<file path="src/rtl/uart_rx_param.sv">
`default_nettype none
// ==========================================================================
// uart_rx_param : oversampling UART receiver, 2-of-3 majority bit voting,
// optional parity, 1/2 stop bits, single-entry hold register.  Rev 1.0
// ==========================================================================
module uart_rx_param #(
   parameter int DATA_BITS  = 8,
   parameter int OVERSAMPLE = 16,
   parameter int PARITY     = 0,
   parameter int STOP_BITS  = 1
) (
   input  logic                 clk,
   input  logic                 reset,
   input  logic                 data_in,
   input  logic                 char_ack,
   output logic [DATA_BITS-1:0] data_out,
   output logic                 charReceived,
   output logic                 parity_err,
   output logic                 frame_err,
   output logic                 overrun
);

   localparam int CNT_W = $clog2(OVERSAMPLE);
   localparam int IDX_W = $clog2(DATA_BITS);
   localparam logic [CNT_W-1:0] CNT_LAST  = CNT_W'(OVERSAMPLE - 1);
   localparam logic [CNT_W-1:0] SMP_LO    = CNT_W'(OVERSAMPLE / 2 - 1);
   localparam logic [CNT_W-1:0] SMP_MID   = CNT_W'(OVERSAMPLE / 2);
   localparam logic [CNT_W-1:0] SMP_HI    = CNT_W'(OVERSAMPLE / 2 + 1);
   localparam logic [IDX_W-1:0] DATA_LAST = IDX_W'(DATA_BITS - 1);
   localparam logic [IDX_W-1:0] STOP_LAST = IDX_W'(STOP_BITS - 1);

   typedef enum logic [2:0] {
      S_IDLE      = 3'd0,
      S_START     = 3'd1,
      S_DATA      = 3'd2,
      S_PAR       = 3'd3,
      S_STOP      = 3'd4,
      S_WAIT_IDLE = 3'd5
   } state_t;

   logic                 sync1_q, sync1_d;
   logic                 rx_q, rx_d;
   state_t               state_q, state_d;
   logic [CNT_W-1:0]     cnt_q, cnt_d;
   logic [IDX_W-1:0]     idx_q, idx_d;
   logic [1:0]           smp_q, smp_d;
   logic [DATA_BITS-1:0] shift_q, shift_d;
   logic                 par_acc_q, par_acc_d;
   logic                 perr_q, perr_d;
   logic                 ferr_q, ferr_d;
   logic [DATA_BITS-1:0] data_out_q, data_out_d;
   logic                 char_rcvd_q, char_rcvd_d;
   logic                 parity_err_q, parity_err_d;
   logic                 frame_err_q, frame_err_d;
   logic                 overrun_q, overrun_d;

   logic                 vote;
   logic                 bit_end;
   logic                 decide;
   logic                 frame_done;
   logic                 done_ferr;

   always_comb begin
      sync1_d     = data_in;
      rx_d        = sync1_q;
      state_d     = state_q;
      cnt_d       = cnt_q;
      idx_d       = idx_q;
      smp_d       = smp_q;
      shift_d     = shift_q;
      par_acc_d   = par_acc_q;
      perr_d      = perr_q;
      ferr_d      = ferr_q;
      frame_done  = 1'b0;
      done_ferr   = 1'b0;
      vote        = (smp_q[0] & smp_q[1]) | (smp_q[0] & rx_q) | (smp_q[1] & rx_q);
      bit_end     = (cnt_q == CNT_LAST);
      decide      = (cnt_q == SMP_HI);

      if (state_q != S_IDLE && state_q != S_WAIT_IDLE) begin
         cnt_d = bit_end ? '0 : cnt_q + CNT_W'(1);
         if (cnt_q == SMP_LO)  smp_d[0] = rx_q;
         if (cnt_q == SMP_MID) smp_d[1] = rx_q;
      end

      case (state_q)
         S_IDLE: begin
            cnt_d = '0;
            idx_d = '0;
            if (!rx_q) begin
               state_d   = S_START;
               par_acc_d = 1'b0;
               perr_d    = 1'b0;
               ferr_d    = 1'b0;
            end
         end
         S_START: begin
            // A start bit that votes high was noise; drop it mid-bit.
            if (decide && vote) begin
               state_d = S_IDLE;
               cnt_d   = '0;
            end else if (bit_end) begin
               state_d = S_DATA;
               idx_d   = '0;
            end
         end
         S_DATA: begin
            if (decide) begin
               shift_d   = {vote, shift_q[DATA_BITS-1:1]};
               par_acc_d = par_acc_q ^ vote;
            end
            if (bit_end) begin
               if (idx_q == DATA_LAST) begin
                  idx_d   = '0;
                  state_d = (PARITY != 0) ? S_PAR : S_STOP;
               end else begin
                  idx_d = idx_q + IDX_W'(1);
               end
            end
         end
         S_PAR: begin
            if (decide) perr_d = (PARITY == 2) ? ~(par_acc_q ^ vote) : (par_acc_q ^ vote);
            if (bit_end) state_d = S_STOP;
         end
         S_STOP: begin
            if (decide) begin
               ferr_d = ferr_q | ~vote;
               if (idx_q == STOP_LAST) begin
                  frame_done = 1'b1;
                  done_ferr  = ferr_q | ~vote;
                  state_d    = done_ferr ? S_WAIT_IDLE : S_IDLE;
                  cnt_d      = '0;
                  idx_d      = '0;
               end
            end
            if (bit_end) idx_d = idx_q + IDX_W'(1);
         end
         S_WAIT_IDLE: begin
            cnt_d = '0;
            if (rx_q) state_d = S_IDLE;
         end
         default: state_d = S_IDLE;
      endcase
   end

   always_comb begin
      data_out_d   = data_out_q;
      char_rcvd_d  = char_rcvd_q;
      parity_err_d = parity_err_q;
      frame_err_d  = frame_err_q;
      overrun_d    = overrun_q;
      if (char_rcvd_q && char_ack) char_rcvd_d = 1'b0;
      // An unacknowledged held character wins; the new one is dropped.
      if (frame_done) begin
         if (char_rcvd_q && !char_ack) begin
            overrun_d = 1'b1;
         end else begin
            data_out_d   = shift_q;
            parity_err_d = perr_q;
            frame_err_d  = done_ferr;
            char_rcvd_d  = 1'b1;
         end
      end
   end

   always_ff @(posedge clk) begin
      if (reset) begin
         sync1_q      <= 1'b1;
         rx_q         <= 1'b1;
         state_q      <= S_IDLE;
         cnt_q        <= '0;
         idx_q        <= '0;
         smp_q        <= '0;
         shift_q      <= '0;
         par_acc_q    <= 1'b0;
         perr_q       <= 1'b0;
         ferr_q       <= 1'b0;
         data_out_q   <= '0;
         char_rcvd_q  <= 1'b0;
         parity_err_q <= 1'b0;
         frame_err_q  <= 1'b0;
         overrun_q    <= 1'b0;
      end else begin
         sync1_q      <= sync1_d;
         rx_q         <= rx_d;
         state_q      <= state_d;
         cnt_q        <= cnt_d;
         idx_q        <= idx_d;
         smp_q        <= smp_d;
         shift_q      <= shift_d;
         par_acc_q    <= par_acc_d;
         perr_q       <= perr_d;
         ferr_q       <= ferr_d;
         data_out_q   <= data_out_d;
         char_rcvd_q  <= char_rcvd_d;
         parity_err_q <= parity_err_d;
         frame_err_q  <= frame_err_d;
         overrun_q    <= overrun_d;
      end
   end

   assign data_out     = data_out_q;
   assign charReceived = char_rcvd_q;
   assign parity_err   = parity_err_q;
   assign frame_err    = frame_err_q;
   assign overrun      = overrun_q;

endmodule
`default_nettype wire

</file>
<file path="config.mk">
export PLATFORM = sky130hd
export DESIGN_NAME = uart_rx_param
export DESIGN_NICKNAME = d
export VERILOG_FILES = /design/src/rtl/uart_rx_param.sv
export SDC_FILE = /design/constraint.sdc
export NUM_CORES = 1
export LEC_CHECK = 0
export ABC_AREA = 1
export BUFFER_PORTS_ARGS = -buffer_cell sky130_fd_sc_hd__buf_2
export CORE_ASPECT_RATIO = 2
export CORE_UTILIZATION = 40
export CTS_CLUSTER_DIAMETER = 50
export DETAILED_ROUTE_END_ITERATION = 10
export SKIP_CTS_REPAIR_TIMING = 1
export SLEW_MARGIN = 15
export SYNTH_ARGS = -nofsm -noshare
export SYNTH_HDL_FRONTEND = slang
export SYNTH_SLANG_ARGS = --single-unit
</file>
<file path="constraint.sdc">
create_clock -name clk -period 1.5 [get_ports clk]
set_clock_uncertainty 0.15 [all_clocks]
set_input_delay 0.45 -clock clk [delete_from_list [all_inputs] [get_ports clk]]
set_output_delay 0.45 -clock clk [all_outputs]
set_load 0.005 [all_outputs]
</file>
### Word-level counts from Yosys, hierarchy flattened

Cells that the tools add are included.

* bits in registers: 37
* output and inout bits: 12
* logic and storage cells: 115

* $add $sub $neg: 2
* equality and inequality tests: 25
* multiplexer cells: 40
* bitwise operators: 9
* reduce and logical (&&, ||, !) cells: 23

Operators by type and width (count)
* $mux 3: 17
* $ne 2x2->1 const B: 11
* $mux 4: 5
* $pmux 3 s6: 1
* $eq 4x4->1 const B: 3
* $mux 1: 12
* $ne 3x3->1 const B: 4
* $pmux 3 s4: 1
* $pmux 4 s3: 1
* $reduce_and 2->1: 5
* $eq 3x3->1 const B: 3
* $reduce_and 3->1: 3
* $reduce_and 8->1: 1
* $eq 3x2->1 const B: 2
* $logic_not 3->1: 2
* $pmux 1 s2: 3
* $reduce_and 6->1: 1
* $reduce_bool 2->1: 3
* $add 4x1->4 const B: 1
* $eq 4x3->1 const B: 1
* $logic_and 1x1->1: 4
* $reduce_bool 4->1: 1
* $add 3x1->3 const B: 1
* $and 1x1->1: 3
* 7 further kinds: 10

### Logic depth before layout (Yosys ltp)

Gate-level depths: netlist of run 1.

* word-level depth: 9
* depth in mapped cells: 12
* depth with buffers taken out: 12

### Least setup slack after synthesis of run 1

No wires, ideal clock.

* kind: flip-flop to flip-flop
* from: register cnt_q[0]
* to: register state_q[1]
* arrival: 1241 ps
* required time: 1237 ps
* slack: -4 ps
* cell stages (with the launch flop): 9
* buffers on the path: 0
* path through: dfxtp_1 ha_1 nand3_2 o21ai_2 nand2_1 nor2_2 nand2_2 nor2_1 nor2_1

* longest elaborated chain between the ends: 4
* elaborated cells between the ends (all ways): 10
* those cells by class: eq/ne: 6; mux: 2; reduce/logical: 2

Ends and longest elaborated chain
* start, declared: line 44 `logic [CNT_W-1:0] cnt_q, cnt_d;`
* start signal, assigned: line 187 `cnt_q <= cnt_d;`
* $eq 4x4->1: line 78 `decide = (cnt_q == SMP_HI);`
* $logic_and 1x1->1: line 99 `if (decide && vote) begin`
* $ne 3x3->1 (no line) or $mux 3 (tied branches)
* $reduce_and 8->1 (no line) or $pmux 3 s6 (tied branches)
* end signal, assigned: line 186 `state_q <= state_d;`
* end, declared: line 43 `state_t state_q, state_d;`

Several ways; a longest one is shown, not always the timed one.
A chain may end at the register's enable or synchronous reset.

### Final worst setup path of run 1

Same ends and word-level chain as after synthesis.

==> flow_metrics.env, run 1 <==
export IMPL_finalWorstSetupSlack_ps=-71.0
export IMPL_synth_area_leaders="dfxtp_1, nand2_1, nor2_1, a21oi_1, o21ai_0"
export IMPL_drc=0
export IMPL_place_congestion=0.886
export IMPL_cts_max_level=2
export IMPL_min_period_ps=1570
export IMPL_finalSetupViolCount=18
export IMPL_place_inst=332
export IMPL_die_area_sq_um=4590
export IMPL_io_buffers=15
export IMPL_dp_slack_ps=-143
export IMPL_period_share_pct=105
export IMPL_nets=303
export IMPL_p_clk_share_pct=17.1
export IMPL_gr_total_overflow=0
export IMPL_grt_max_degree=17
export IMPL_syn_nets=251
export IMPL_die_w_um=48.4
export IMPL_viasPerCell=4.97
export IMPL_cts_root_buf="clkbuf_8"
export IMPL_num_vias=1721
export IMPL_crit_arrival_ps=1610
export IMPL_slew_violations=0
export IMPL_synth_distinct_cells=26
export IMPL_ys_warn_count=0
export IMPL_layout_common_cells="nor2_1, nand2_1, buf_4"
export IMPL_max_vdd_ir_drop_mv=1.27
export IMPL_final_util_pct=60.6
export IMPL_cts_tree="built"
export IMPL_worst_pin_slew_ps=258
export IMPL_status="complete, but fails checks"
export IMPL_powerDensity_nw_per_um2=1590
export IMPL_fp_dieH_um=94.8
export IMPL_worst_setup_path_type="reg -> reg"
export IMPL_critPathLaunchType="register"
export IMPL_met3_length_um=75
export IMPL_p_leak_nw=1.06
export IMPL_regArea_sq_um=766
export IMPL_required_ps=1540
export IMPL_cts_made_buffers=5
export IMPL_met2WireLength_mm=2.59
export IMPL_synth_top_area_share_pct=43.0
export IMPL_holdCritPathClass="in -> reg"
export IMPL_clk_latency_ps=290
export IMPL_multi_input_area_sq_um=1100
export IMPL_antenna_found_initial=0
export IMPL_area_growth_pct=45.4
export IMPL_dr_first_iter_drc_count=28
export IMPL_timing_hold_ws_ps=187
export IMPL_pin_count=16
export IMPL_setup_tns_ps=-560
export IMPL_wl_met1_mm=1.63
export IMPL_top_layer="met4"
export IMPL_violations="negative setup slack"
export IMPL_core_sq_um=4130
export IMPL_path_clk_slew_ps=70
export IMPL_endpoint_kind="register"
export IMPL_rsz0062_at_grt="true"
export IMPL_start_util_pct=41.7
export IMPL_hpwl_mm=3.06
export IMPL_rows=33
export IMPL_wirelength_mm=4.45
export IMPL_finalHoldViolCount=0
export IMPL_max_slew_margin_pct=82.7
export IMPL_yosysTopAreaCell="dfxtp_1"
export IMPL_layout_drive_gt1_share_pct=42.9
export IMPL_syn_area_sq_um=1720
export IMPL_critPathMaxFanout=6
export IMPL_swShare_pct=42.7
export IMPL_diodes=0
export IMPL_cts_sinks=37
export IMPL_fmax_mhz=637
export IMPL_ant_nets=0
export IMPL_final_cells=346
export IMPL_final_common_cell="nor2_1"
export IMPL_clk_path_buf_depth=2
export IMPL_seq_power_share_pct=32.8
export IMPL_wl_per_cell_um=12.9
export IMPL_grt_pass1_wl_mm=6.76
export IMPL_grt_usage_pct=19.2
export IMPL_synth_ff_latch_count=37
export IMPL_n_fill_cell=362
export IMPL_synth_seq_area_share_pct=43.0
export IMPL_p_int_mw=2.28
export IMPL_syn_area_per_cell_sq_um=7.14
export IMPL_synth_cells=241
export IMPL_firstDrtPassIters=4
export IMPL_grt_pass1_vias=1623
export IMPL_p_switching_mw=1.70
export IMPL_drv_cap=0
export IMPL_power_frac_comb_pct=50.1
==> logic make-up (layout without fill, tap and decap cells) <==
logic type,Yosys count,after routing,synth area share [%]
AND/OR/NAND/NOR,121,121,30.7
AO/OA/AOI/OAI,43,43,13.2
flip-flops,37,37,43.0
buffers and inverters,32,85,7.78
adder cells (fa/ha/maj),6,6,4.36
XOR/XNOR,2,2,1.02
==> power by group through the flow <==
stage	logic (mW)	registers, mW	clock network, mW
global route	2.22	1.32	0.736
CTS	1.51	1.20	0.701
floorplan	1.00	1.20	0
finish	1.99	1.30	0.680
detailed placement	1.51	1.22	0
global placement	1.51	1.22	0
==> synthesized netlist by cell type <==
cell type / instances
clkinv_1: 1
nor2_1: 37
nor3_1: 8
or2_2: 2
o21ai_2: 1
xor2_1: 2
inv_2: 2
nor2_2: 2
dfxtp_1: 37
nand3_1: 16
ha_1: 6
clkbuf_1: 2
nand3_2: 3
a211oi_1: 2
buf_6: 1
inv_1: 23
buf_2: 1
o211ai_1: 1
buf_4: 1
clkinv_2: 1
o21ai_0: 19
nand2_2: 3
nor4_1: 1
a21oi_1: 20
nand4_1: 2
nand2_1: 47
==> path summary, 6_finish.rpt <==
check                                          endpoint  slack (ps)  cells after the start                start
worst min register to register          rx_q$_SDFF_PP1_         280                      1      rx_d$_SDFF_PP1_
worst max register to register  state_q[1]$_SDFFE_PP0P_         -70                      8  cnt_q[0]$_SDFF_PP0_
worst max-delay path            state_q[1]$_SDFFE_PP0P_         -70                      8  cnt_q[0]$_SDFF_PP0_
worst min-delay path                    rx_d$_SDFF_PP1_         190                      2              data_in
==> worst max-delay path, cell delays in order, from the launching register on <==
cell	delay, ps
dfxtp_4	380
ha_4	150
nand3_4	120
o21ai_2	180
nand2_2	80
nor2_4	180
nand2_4	80
nor2_1	90
nor2_1	50
==> state kept, by name, summed over array words and instances, names as in the netlist <==
signal,cells
ferr_q,1
data_out,8
overrun,1
parity_err,1
perr_q,1
frame_err,1
rx_q,1
cnt_q,4
shift_q,8
par_acc_q,1
smp_q,2
charReceived,1
idx_q,3
state_q,3
rx_d,1
==> metrics by stage <==
step / area (sq um) / power (mW)
final: 2500 / 3.97
after CTS: 2160 / 3.42
after detailed placement: 2080 / 2.73
after floorplan: 1720 / 2.21
after global routing: 2500 / 4.27
after global placement: 2080 / 2.73
==> per-layer routing <==
| metal | track usage (%) | up-vias |
|---|---|---|
| li1 | - | 884 |
| met1 | 15.8 | 798 |
| met2 | 41.0 | 25 |
| met3 | 3.38 | 14 |
| met4 | 10.3 | 0 |
| met5 | 0 | - |
==> layout make-up <==
| cell class | instances | share of cell area (%) |
|---|---|---|
| Clock buffer | 6 | 2.90 |
| Clock inverter | 2 | 0.400 |
| Inverter | 27 | 4.35 |
| Multi-Input combinational cell | 172 | 44.1 |
| Sequential cell | 37 | 30.6 |
| Tap cell | 52 | 2.60 |
| Timing Repair Buffer | 50 | 15.1 |
Note: power is estimated with default switching activity, not from simulation.
==> run 2: changes to the inputs <==
- ABC_AREA: 1 -> not set
==> run 2 against run 1 <==
The run still ends with negative setup slack left; die area rose by 4.4%; synthesized cell count down 19%; final cell count decreased by 12%; largest cell class unchanged; largest power group is now sequential cells; highest routed layer unchanged.
==> flow_metrics.env, run 2 <==
export IMPL_synthAdderAreaFrac_pct=4.80
export IMPL_p_leak_nw=1.11
export IMPL_yosys_area_share_simple_pct=19.1
export IMPL_final_common_cell="buf_4"
export IMPL_max_vdd_ir_drop_mv=0.886
export IMPL_timing_hold_ws_ps=194
export IMPL_grt_pass1_wl_mm=6.92
export IMPL_cts_root_buf="clkbuf_8"
export IMPL_clk_path_buf_depth=2
export IMPL_drc=0
export IMPL_hpwl_mm=3.23
export IMPL_nets=259
export IMPL_min_period_ps=1730
export IMPL_diodes=0
export IMPL_core_sq_um=4340
export IMPL_synth_mux_area_share_pct=14.5
export IMPL_slew_violations=0
export IMPL_violations="negative setup slack"
export IMPL_synth_edff_count=0
export IMPL_holdCritPathClass="in -> reg"
export IMPL_grt_usage_pct=19.1
export IMPL_die_area_sq_um=4790
export IMPL_n_fill_cell=420
export IMPL_rows=34
export IMPL_synth_distinct_cells=45
export IMPL_fmax_mhz=577
export IMPL_final_util_pct=57.6
export IMPL_yosysTopAreaCell="dfxtp_1"
export IMPL_startpoint="cnt_q[1]$_SDFF_PP0_"
export IMPL_wl_per_cell_um=14.6
export IMPL_worst_setup_path_type="reg -> reg"
export IMPL_grt_pass1_vias=1491
export IMPL_synth_async_sr_flop_share_pct=0
export IMPL_gr_total_overflow=0
export IMPL_drv_cap=0
export IMPL_place_congestion=0.832
export IMPL_powerDensity_nw_per_um2=939
export IMPL_synth_most_common_cell="dfxtp_1"
export IMPL_synth_area_leaders="dfxtp_1, mux2i_1, nor2_1, ha_1, a21oi_1"
export IMPL_regArea_sq_um=748
export IMPL_pin_count=16
export IMPL_grt_max_degree=27
export IMPL_critPathLaunchType="register"
export IMPL_required_ps=1570
export IMPL_viasPerCell=5.19
export IMPL_ant_nets=0
export IMPL_max_slew_margin_pct=79.5
export IMPL_multi_input_area_sq_um=1130
export IMPL_cts_made_buffers=5
export IMPL_fp_dieH_um=96.8
export IMPL_antenna_found_initial=0
export IMPL_setup_tns_ps=-4370
export IMPL_finalWorstSetupSlack_ps=-235
export IMPL_num_vias=1573
export IMPL_finalSetupViolCount=32
export IMPL_critPathMaxFanout=4
export IMPL_layout_common_cells="buf_4, dfxtp_1, mux2i_1, nor2_1, buf_2"
export IMPL_finalHoldViolCount=0
export IMPL_synthFlopType="dfxtp_1"
export IMPL_die_w_um=49.4
export IMPL_synth_xor_area_share_pct=1.88
export IMPL_synth_ff_latch_count=37
export IMPL_hold_start="data_in"
export IMPL_dr_first_iter_drc_count=21
export IMPL_layout_drive_gt1_share_pct=41.8
export IMPL_syn_area_sq_um=1800
export IMPL_worst_pin_slew_ps=305
export IMPL_start_util_pct=41.5
export IMPL_ys_warn_count=0
export IMPL_crit_arrival_ps=1800
export IMPL_rsz0062_at_grt="true"
export IMPL_path_clk_slew_ps=70
export IMPL_synth_cells=195
export IMPL_cts_sinks=37
export IMPL_endpoint_kind="register"
export IMPL_r2r_start="cnt_q[1]$_SDFF_PP0_"
export IMPL_io_buffers=15
export IMPL_synth_compound_area_share_pct=13.1
export IMPL_firstDrtPassIters=4
export IMPL_syn_area_per_cell_sq_um=9.23
export IMPL_cts_max_level=2
export IMPL_status="complete, but fails checks"
export IMPL_period_share_pct=116
export IMPL_clk_latency_ps=280
export IMPL_wirelength_mm=4.43
export IMPL_synth_seq_area_share_pct=41.2
export IMPL_cts_tree="built"
export IMPL_area_growth_pct=38.9
export IMPL_ys_top_cells_by_count="dfxtp_1, nor2_1, mux2i_1"
export IMPL_synth_top_area_share_pct=41.2
export IMPL_syn_nets=205
export IMPL_synth_top_family_by_area="simple AND/OR/NAND/NOR gates"
==> run 2: kinds of logic (layout without fill, tap and decap cells) <==
| logic type | count (synthesis) | count (layout) |
|---|---|---|
| compound gates | 35 | 35 |
| mux | 26 | 26 |
| flops | 37 | 37 |
| buf+inv | 22 | 75 |
| simple gates | 65 | 66 |
| fa+ha+maj | 7 | 7 |
| xor+xnor | 3 | 3 |
==> run 2: cell type report <==
class	instances	area share, %
Inverter	12	1.80
Tap cell	54	2.70
Sequential cell	37	29.9
Multi-Input combinational cell	137	45.2
Clock buffer	7	3.46
Timing Repair Buffer	56	16.9
==> run 2: final timing paths <==
kind         cells after the start  slack [ps]                 endpoint
max reg2reg                      7        -230  state_q[1]$_SDFFE_PP0P_
min                              2         190          rx_d$_SDFF_PP1_
min reg2reg                      1         270          rx_q$_SDFF_PP1_
max                              7        -230  state_q[1]$_SDFFE_PP0P_
==> run 2: layer usage <==
layer  wire length, um  vias up  part of all wire (%)  global-route usage, %
met4               148        0                   3.3                   10.8
met3                78       12                   1.8                   2.99
met1              1540      754                    35                   17.7
li1                  -      785                     -                      -
met2              2670       22                    60                   37.2
met5                 0        -                     0                      0
==> run 2: report_power, final <==
part | switching (mW) | total, mW | leakage [nW] | internal (mW)
logic | 0.305 | 0.620 | 0.763 | 0.315
registers | 0.0225 | 1.03 | 0.300 | 1.01
clock network | 0.332 | 0.696 | 0.0443 | 0.364
total | 0.659 | 2.35 | 1.11 | 1.69
==> run 2: stage by stage <==
stage	instance area [sq um]	power (mW)	setup WS (ps)	cells
finish	2500	2.35	-235	303
global route	2500	2.45	-305	303
global placement	2220	1.60	-210	289
CTS	2310	2.30	-216	296
floorplan	1850	1.37	-97.7	195
detailed placement	2220	1.60	-197	289
==> run 2: worst max-delay path: stages (launching register included) <==
cell and delay, ps:
dfxtp_2 350, inv_2 60, ha_4 150, and3b_2 230, buf_6 130, a311o_1 290
o2111ai_4 110, mux2i_1 200
